`src/rtl/program_loader.sv`:
```
// Boot-time instruction-memory loader: frames a byte stream as length/payload/checksum,
// packs little-endian words into imem port A and releases the core once a load checks out.
module program_loader #(
  parameter int ADDR_WIDTH     = 7,
  parameter int TIMEOUT_CYCLES = 50_000_000
) (
  input  logic                  clock,
  input  logic                  reset,
  input  logic                  byte_valid,
  input  logic [7:0]            byte_data,
  output logic                  byte_ready,
  input  logic                  reload,
  output logic [ADDR_WIDTH-1:0] imem_address,
  output logic [31:0]           imem_data,
  output logic                  imem_wren,
  output logic                  core_reset,
  output logic                  load_done,
  output logic                  load_error
);

  localparam int GW = $clog2(TIMEOUT_CYCLES + 1);
  localparam int CW = ADDR_WIDTH + 1;
  localparam logic [15:0] MAX_WORDS = 16'(2 ** ADDR_WIDTH);
  localparam logic [GW-1:0] GAP_LAST = GW'(TIMEOUT_CYCLES - 1);

  typedef enum logic [2:0] {S_LEN0, S_LEN1, S_DATA, S_SUM, S_DONE, S_ERR} state_t;

  state_t                  state_q;
  logic [7:0]              len_lo_q;
  logic [CW-1:0]           n_words_q;
  logic [CW-1:0]           word_cnt_q;
  logic [1:0]              byte_idx_q;
  logic [23:0]             word_buf_q;
  logic [7:0]              csum_q;
  logic [GW-1:0]           gap_q;
  logic [ADDR_WIDTH-1:0]   imem_address_q;
  logic [31:0]             imem_data_q;
  logic                    imem_wren_q;
  logic                    core_reset_q;
  logic                    load_done_q;
  logic                    load_error_q;

  logic                    xfer;
  logic                    gap_active;
  logic [15:0]             len_d;
  logic [31:0]             word_d;
  logic [CW-1:0]           word_cnt_d;

  assign byte_ready = (state_q inside {S_LEN0, S_LEN1, S_DATA, S_SUM}) && !reload;
  assign xfer       = byte_valid && byte_ready;
  assign gap_active = state_q inside {S_LEN1, S_DATA, S_SUM};
  assign len_d      = {byte_data, len_lo_q};
  assign word_d     = {byte_data, word_buf_q};
  assign word_cnt_d = word_cnt_q + CW'(1);

  assign imem_address = imem_address_q;
  assign imem_data    = imem_data_q;
  assign imem_wren    = imem_wren_q;
  assign core_reset   = core_reset_q;
  assign load_done    = load_done_q;
  assign load_error   = load_error_q;

  always_ff @(posedge clock) begin
    if (reset) begin
      state_q        <= S_LEN0;
      len_lo_q       <= '0;
      n_words_q      <= '0;
      word_cnt_q     <= '0;
      byte_idx_q     <= '0;
      word_buf_q     <= '0;
      csum_q         <= '0;
      gap_q          <= '0;
      imem_address_q <= '0;
      imem_data_q    <= '0;
      imem_wren_q    <= 1'b0;
      core_reset_q   <= 1'b1;
      load_done_q    <= 1'b0;
      load_error_q   <= 1'b0;
    end else begin
      imem_wren_q <= 1'b0;
      if (reload) begin
        // address/data keep their last value; only the load bookkeeping restarts
        state_q      <= S_LEN0;
        word_cnt_q   <= '0;
        byte_idx_q   <= '0;
        csum_q       <= '0;
        gap_q        <= '0;
        core_reset_q <= 1'b1;
        load_done_q  <= 1'b0;
        load_error_q <= 1'b0;
      end else if (gap_active && !xfer && gap_q == GAP_LAST) begin
        state_q      <= S_ERR;
        gap_q        <= '0;
        load_error_q <= 1'b1;
      end else begin
        if (gap_active) gap_q <= xfer ? '0 : gap_q + GW'(1);
        case (state_q)
          S_LEN0: if (xfer) begin
            len_lo_q <= byte_data;
            state_q  <= S_LEN1;
          end
          S_LEN1: if (xfer) begin
            if (len_d == 16'd0 || len_d > MAX_WORDS) begin
              state_q      <= S_ERR;
              load_error_q <= 1'b1;
            end else begin
              n_words_q <= len_d[CW-1:0];
              state_q   <= S_DATA;
            end
          end
          S_DATA: if (xfer) begin
            csum_q     <= csum_q ^ byte_data;
            byte_idx_q <= byte_idx_q + 2'd1;
            case (byte_idx_q)
              2'd0: word_buf_q[7:0]   <= byte_data;
              2'd1: word_buf_q[15:8]  <= byte_data;
              2'd2: word_buf_q[23:16] <= byte_data;
              default: begin
                imem_wren_q    <= 1'b1;
                imem_address_q <= word_cnt_q[ADDR_WIDTH-1:0];
                imem_data_q    <= word_d;
                word_cnt_q     <= word_cnt_d;
                if (word_cnt_d == n_words_q) state_q <= S_SUM;
              end
            endcase
          end
          S_SUM: if (xfer) begin
            if (byte_data == csum_q) begin
              state_q      <= S_DONE;
              core_reset_q <= 1'b0;
              load_done_q  <= 1'b1;
            end else begin
              state_q      <= S_ERR;
              load_error_q <= 1'b1;
            end
          end
          default: ;
        endcase
      end
    end
  end

endmodule

```
`config.mk`:
```
export PLATFORM = sky130hd
export DESIGN_NAME = program_loader
export DESIGN_NICKNAME = d
export VERILOG_FILES = /design/src/rtl/program_loader.sv
export SDC_FILE = /design/constraint.sdc
export NUM_CORES = 1
export LEC_CHECK = 0
export BUFFER_PORTS_ARGS = -buffer_cell sky130_fd_sc_hd__buf_2
export CORE_UTILIZATION = 36
export CTS_CLUSTER_SIZE = 16
export DETAILED_ROUTE_END_ITERATION = 8
export MAX_ROUTING_LAYER = met4
export SLEW_MARGIN = 20
export SYNTH_ARGS = -nofsm -noshare
export SYNTH_HDL_FRONTEND = slang
export SYNTH_SLANG_ARGS = --single-unit
export TNS_END_PERCENT = 20
```
`constraint.sdc`:
```
create_clock -name clock -period 5.53 [get_ports clock]
set_input_delay 1.106 -clock clock [delete_from_list [all_inputs] [get_ports clock]]
set_output_delay 1.106 -clock clock [all_outputs]
set_load 0.02 [all_outputs]
```
==> impl_metrics.ini, run 1 <==
[cells_and_area]
antenna_cells = 0
fill_cells = 1532
stdcell_area_um2 = 6583
syn2layout_area_growth_pct = 16.34
finalNetCount = 746
drive_gt1_share_pct = 14.73
final_util_pct = 43.14

[synthesis]
yosys.area.top_type = dfxtp_1
synth_compound_area_share_pct = 11.72
syn_inst = 700
syn_area_per_cell_um2 = 8.083
synth-simple-area-share_pct = 26.65
synth_cell_types = 50
async_flop_share_pct = 0
synth_area_leaders = dfxtp_1 (46%), nand2_1 (9.4%), a21oi_1 (7.6%)
synthesis.nets = 718
synth_xor_area_share_pct = 6.502
synth-seq-cells = 130
synth.mux.area_fraction_pct = 3.008
yosys_warnings = 0
synth_area_um2 = 5658
yosys.area_share.adder_pct = 1.327
synth_top_family_by_area = simple AND/OR/NAND/NOR gates
netlist.area_leader.share_pct = 46.00
synth_most_common_cell = nand2_1
synth_seq_area_share_pct = 46.00
synth_edf_count = 0
yosys-top-cells-count = nand2_1 (141), dfxtp_1 (130), a21oi_1 (86)
ys.flop_type = dfxtp_1

[detailed_routing]
route.top_layer_used = met4
met1Wirelength_um = 6735
viasPerCell = 4.903
final_antenna_net_count = 0
wl_per_cell_um = 13.97
routed_wirelength_um = 13280
drt_iter0_drc = 399
vias = 4663
wl_met2_um = 5782
wl_met3_um = 563
dr.pass1.iters = 7
drc = 0

[die]
die_x_um = 127.4
core_um2 = 15260
initial_core_util_pct = 37.08
io_pins = 56
std_cell_rows = 45
dieArea_um2 = 16220
die_y_um = 127.4

[global_route]
antenna_found_initial = 0
first_global_vias = 4132
grt_use_total_pct = 17.58
overflow = 0
grt_max_degree = 80
grt_pass1_wl_um = 21550

[sta]
worst_pin_slew_ns = 0.9040
maxSlewHeadroom_pct = 39.74
skew_ns = 0.008658
slew_violations = 0
period_share_pct = 57.65
layout_min_cycle_time_ns = 3.188
final_hold_viol_count = 0
setup_violations = 0
clock.fmax_ghz = 0.3137
rsz0062_at_grt = false
final.setup.tns_ns = 0

[clock_tree]
numCtsBuffers = 17
cts.root.buffer_cell = clkbuf_16
clk_path_buf_depth = 2
h-tree-depth = 4
clkSinkCount = 130
hold_buffers = 0
clk_pin_slew_ns = 0.05
clkLatencyLatePin_ns = 0.42
cts_resized = 0
cts_tree = yes
post_cts_buffers = 0

[placement]
portBuffers = 55
post_dp_cell_area_um2 = 6007
routabilityCongestion = 0.8490
hpwl_um = 8609

[outcome]
status = finished clean

[critical_path]
crit_arrival_ns = 3.46
worst-setup-path-type = input port to register
crit_start = reload
cp_data_required_time_ns = 5.80
cp_cell_sequence = buf_2 > nor3b_4 > buf_4 > and3_1 > buf_4 > nand2_2 > nor4_2 > xnor2_1 > nor2_1
crit_path_frequent_cell = buf_4
r2r_slack_ns = 2.68
critPathMaxStageDelay_ns = 0.59
rr_worst_depth = 8
cp-endpoint = word_cnt_q[7]
startpoint_type = input port
cp_max_fo = 46
r2r_start = state_q[2]
regToRegEndpoint = word_cnt_q[7]
endpoint_kind = register
slowest_stage = nand2_2

[power]
finalPower_mw = 2.084
ir_drop_mv = 0.2078
power_density_nw_per_um2 = 316.6
power.leakage_nw = 2.377

[worst_hold_path]
whs_path_depth = 2
hold_class = register to register

[job]
drv_cap = 0
## where the power goes
| part | switching [mW] | internal, mW |
|---|---|---|
| clock network | 0.405 | 0.674 |
| logic | 0.0450 | 0.0164 |
| registers | 0.00323 | 0.940 |
## cells in the final DEF, fill, tap and decap left out, drive strengths merged, types with 4 or more instances in the layout
| cell type | synthesis | final |
|---|---|---|
| nand2 | 143 | 143 |
| dfxtp | 130 | 130 |
| a21oi | 86 | 86 |
| nor2 | 76 | 76 |
| buf | 19 | 61 |
| nand3 | 42 | 42 |
| xor2 | 23 | 23 |
| clkbuf | 33 | 23 |
| xnor2 | 19 | 19 |
| mux2i | 17 | 17 |
| nor3 | 15 | 15 |
| o21ai | 14 | 14 |
| nor4 | 12 | 12 |
| nand4 | 9 | 9 |
| inv | 8 | 8 |
| and3 | 7 | 7 |
| ha | 6 | 6 |
| clkinv | 0 | 5 |
| a31oi | 4 | 4 |
| and2 | 4 | 4 |
| or2 | 4 | 4 |
## flip-flops by register name (all words and copies together), names as in the netlist
signal and flops:
load_done 1, n_words_q 8, load_error 1, gap_q 26
csum_q 8, word_buf_q 24, imem_data 32, core_reset 1
byte_idx_q 2, imem_address 7, len_lo_q 8, state_q 3
imem_wren 1, word_cnt_q 8
## worst max-delay path: cells and delay by family
family	cells	cell delay (ns)
xor+xnor	1	0.15
buf+inv	3	0.74
simple gates	5	1.45
## final cells by class
| type | count | area (µm²) | share of cell area, % |
|---|---|---|---|
| Clock inverter | 8 | 77.57 | 1.178 |
| Multi-Input combinational cell | 510 | 2790 | 42.39 |
| Inverter | 8 | 30.03 | 0.4562 |
| Clock buffer | 23 | 498.0 | 7.565 |
| Timing Repair Buffer | 61 | 320.3 | 4.866 |
| Sequential cell | 130 | 2603 | 39.54 |
| Tap cell | 211 | 264.0 | 4.011 |
## logic make-up after synthesis
| group | after synthesis |
|---|---|
| buffers and inverters | 60 |
| AO/OA/AOI/OAI | 120 |
| multiplexers | 17 |
| flip-flops | 130 |
| adder cells (fa/ha/maj) | 6 |
| XOR/XNOR | 42 |
| AND/OR/NAND/NOR | 325 |
## per-layer routing
metal / track usage [%] / vias to the layer above
li1: - / 2422
met1: 24.16 / 2132
met2: 24.65 / 92
met3: 4.104 / 17
met4: 7.143 / 0
met5: - / -
## worst min path at each step
| stage | to | startpoint | slack, ns |
|---|---|---|---|
| 2_1_floorplan | imem_data[0] | word_buf_q[0] | 0.43 |
| 3_3_place_gp | core_reset | core_reset | 0.43 |
| 3_5_place_dp | core_reset | core_reset | 0.44 |
| 4_1_cts | load_done | load_done | 0.45 |
| 5_1_grt | imem_address[0] | imem_address[0] | 0.46 |
| 6_report | imem_data[3] | imem_data[3] | 0.45 |
## metrics by stage
stage / setup slack [ns] / cells / hold slack [ns]
global placement: 1.902 / 920 / 0.4295
floorplan: 3.038 / 700 / 0.4321
finish: 2.342 / 951 / 0.4471
global route: 2.110 / 951 / 0.4646
CTS: 2.308 / 951 / 0.4479
detailed placement: 1.859 / 920 / 0.4380
(Power assumes the default switching activity.)
==> run 2, diff against run 1 <==
==> constraint.sdc (replaced) <==
create_clock -name clock -period 3.1 [get_ports clock]
set_input_delay 0.62 -clock clock [delete_from_list [all_inputs] [get_ports clock]]
set_output_delay 0.62 -clock clock [all_outputs]
set_load 0.02 [all_outputs]
==> run 2 against run 1 <==
- register-to-register slack got worse by 1.7 ns
- non-clock buffer count rose by 5
- critical path depth fell by 2
- clock power rose by 82%
- highest routed layer unchanged
==> impl_metrics.ini, run 2 (synthesized netlist as in run 1, its figures left out) <==
[outcome]
status = finished clean

[sta]
rsz0062_at_grt = false
worst_pin_slew_ns = 0.7589
period_share_pct = 70.00
layout_min_cycle_time_ns = 2.170
final_hold_viol_count = 0
slew_violations = 0
skew_ns = 0.01035
clock.fmax_ghz = 0.4608
setup_violations = 0
final.setup.tns_ns = 0
holdWs_ns = 0.4464
finalWorstSetupSlack_ns = 0.9301
maxSlewHeadroom_pct = 49.41

[detailed_routing]
dr.pass1.iters = 7
vias = 4731
viasPerCell = 4.944
routed_wirelength_um = 13270
drc = 0
wl_per_cell_um = 13.86
final_antenna_net_count = 0
drt_iter0_drc = 321

[placement]
preCtsSetupSlack_ns = 0.6610
portBuffers = 55
routabilityCongestion = 0.8081
placed_cells = 925
hpwl_um = 8955

[power]
p_int_mw = 2.935
power.leakage_nw = 2.409
p_clk_share_pct = 52.3
power_switching_mw = 0.8251
comb_power_share_pct = 3.0
swShare_pct = 21.94
power_density_nw_per_um2 = 566.9
ir_drop_mv = 0.3592
power.sequential.fraction_pct = 44.8

[clock_tree]
clk_path_buf_depth = 2
numCtsBuffers = 17
post_cts_buffers = 0
cts_resized = 0
hold_buffers = 0
h-tree-depth = 4
clkSinkCount = 130
clk_pin_slew_ns = 0.06
clkLatencyLatePin_ns = 0.42
cts.root.buffer_cell = clkbuf_16
cts_tree = yes

[cells_and_area]
final_util_pct = 43.47
fill_cells = 1543
drive_gt1_share_pct = 15.42
syn2layout_area_growth_pct = 17.23
mostFrequentLayoutCells = nand2_1 (141), dfxtp_1 (130), a21oi_1 (86), nor2_1 (75), buf_2 (55)
largest_reg_flops = 32
antenna_cells = 0
finalNetCount = 751
layout_commonest_cell = nand2_1
stdcell_count = 957

[critical_path]
regToRegEndpoint = state_q[0]
crit_start = word_cnt_q[0]
cp_data_required_time_ns = 3.43
path_buf_inv = 0
crit_arrival_ns = 2.50
cp_top_family = compound AO/OA/AOI/OAI gates
startpoint_type = register
r2r_slack_ns = 0.93
critPathMaxStageDelay_ns = 0.52
cp_max_fo = 8
slowest_stage = dfxtp_1
cp-endpoint = state_q[0]
cp.depth = 7
rr_worst_depth = 7
endpoint_kind = register
worst-setup-path-type = register to register
r2r_start = word_cnt_q[0]
cp_cell_sequence = ha_1 > nand3_1 > or3_1 > a21oi_1 > o31ai_1 > o221a_2 > a211oi_1

[die]
die_x_um = 127.4
core_um2 = 15260
die_y_um = 127.4
initial_core_util_pct = 37.08
io_pins = 56
std_cell_rows = 45
dieArea_um2 = 16220

[global_route]
grt_max_degree = 75
antenna_found_initial = 0
overflow = 0
grt_use_total_pct = 18.15
grt_pass1_wl_um = 22590
first_global_vias = 4454

[worst_hold_path]
hold_class = register to register

[job]
drv_cap = 0
## run 2: cell count changes in the layout (fill, tap and decap cells not counted), sizes merged
| cell | previous run | this run |
|---|---|---|
| clkinv | 5 | 8 |
| buf | 61 | 66 |
| clkbuf | 23 | 20 |
| clkinvlp | 2 | 1 |
| inv | 8 | 9 |
| bufinv | 1 | 2 |
## run 2: how the worst min path moves through the flow
stage | from | end | slack (ns) | depth (start not counted)
3_3_place_gp | load_done | load_done | 0.43 | 2
3_5_place_dp | load_done | load_done | 0.44 | 2
2_1_floorplan | word_buf_q[0] | imem_data[0] | 0.43 | 2
5_1_grt | word_buf_q[8] | word_buf_q[8] | 0.47 | 2
6_report | load_done | load_done | 0.45 | 2
4_1_cts | load_done | load_done | 0.45 | 2
## run 2: per-layer routing
layer / GRT usage [%] / part of all wire, % / up-vias
met4: 7.353 / 2.1 / 0
li1: - / - / 2417
met5: - / 0 / -
met3: 4.062 / 3.4 / 26
met1: 24.52 / 50 / 2201
met2: 26.10 / 44 / 87
## run 2: cell type report
class	instances	area [µm²]	share of cell area, %
timing repair buffer	66	357.8	5.395
clock buffer	20	456.7	6.885
tap	211	264.0	3.980
clock inverter	12	131.4	1.981
sequential	130	2603	39.24
inverter	8	30.03	0.4527
multi-input combinational	510	2790	42.07
## run 2: power by group through the flow
stage	combinational, mW	sequential [mW]	clock (mW)
6_report	0.111	1.68	1.97
4_1_cts	0.111	1.68	2.02
5_1_grt	0.123	1.68	2.10
3_5_place_dp	0.111	1.72	0
3_3_place_gp	0.111	1.72	0
2_1_floorplan	0.0782	1.72	0
## run 2: metrics by stage
stage | power (mW) | instance area, µm²
3_3_place_gp | 1.831 | 6045
2_1_floorplan | 1.795 | 5658
4_1_cts | 3.812 | 6633
6_report | 3.760 | 6633
3_5_place_dp | 1.831 | 6045
5_1_grt | 3.904 | 6633
## run 2: worst min-delay path: cells and delay by family, from the launching register on
kind	cells	cell delay, ns
compound gates	1	0.05
buf+inv	1	0.04
flops	1	0.30
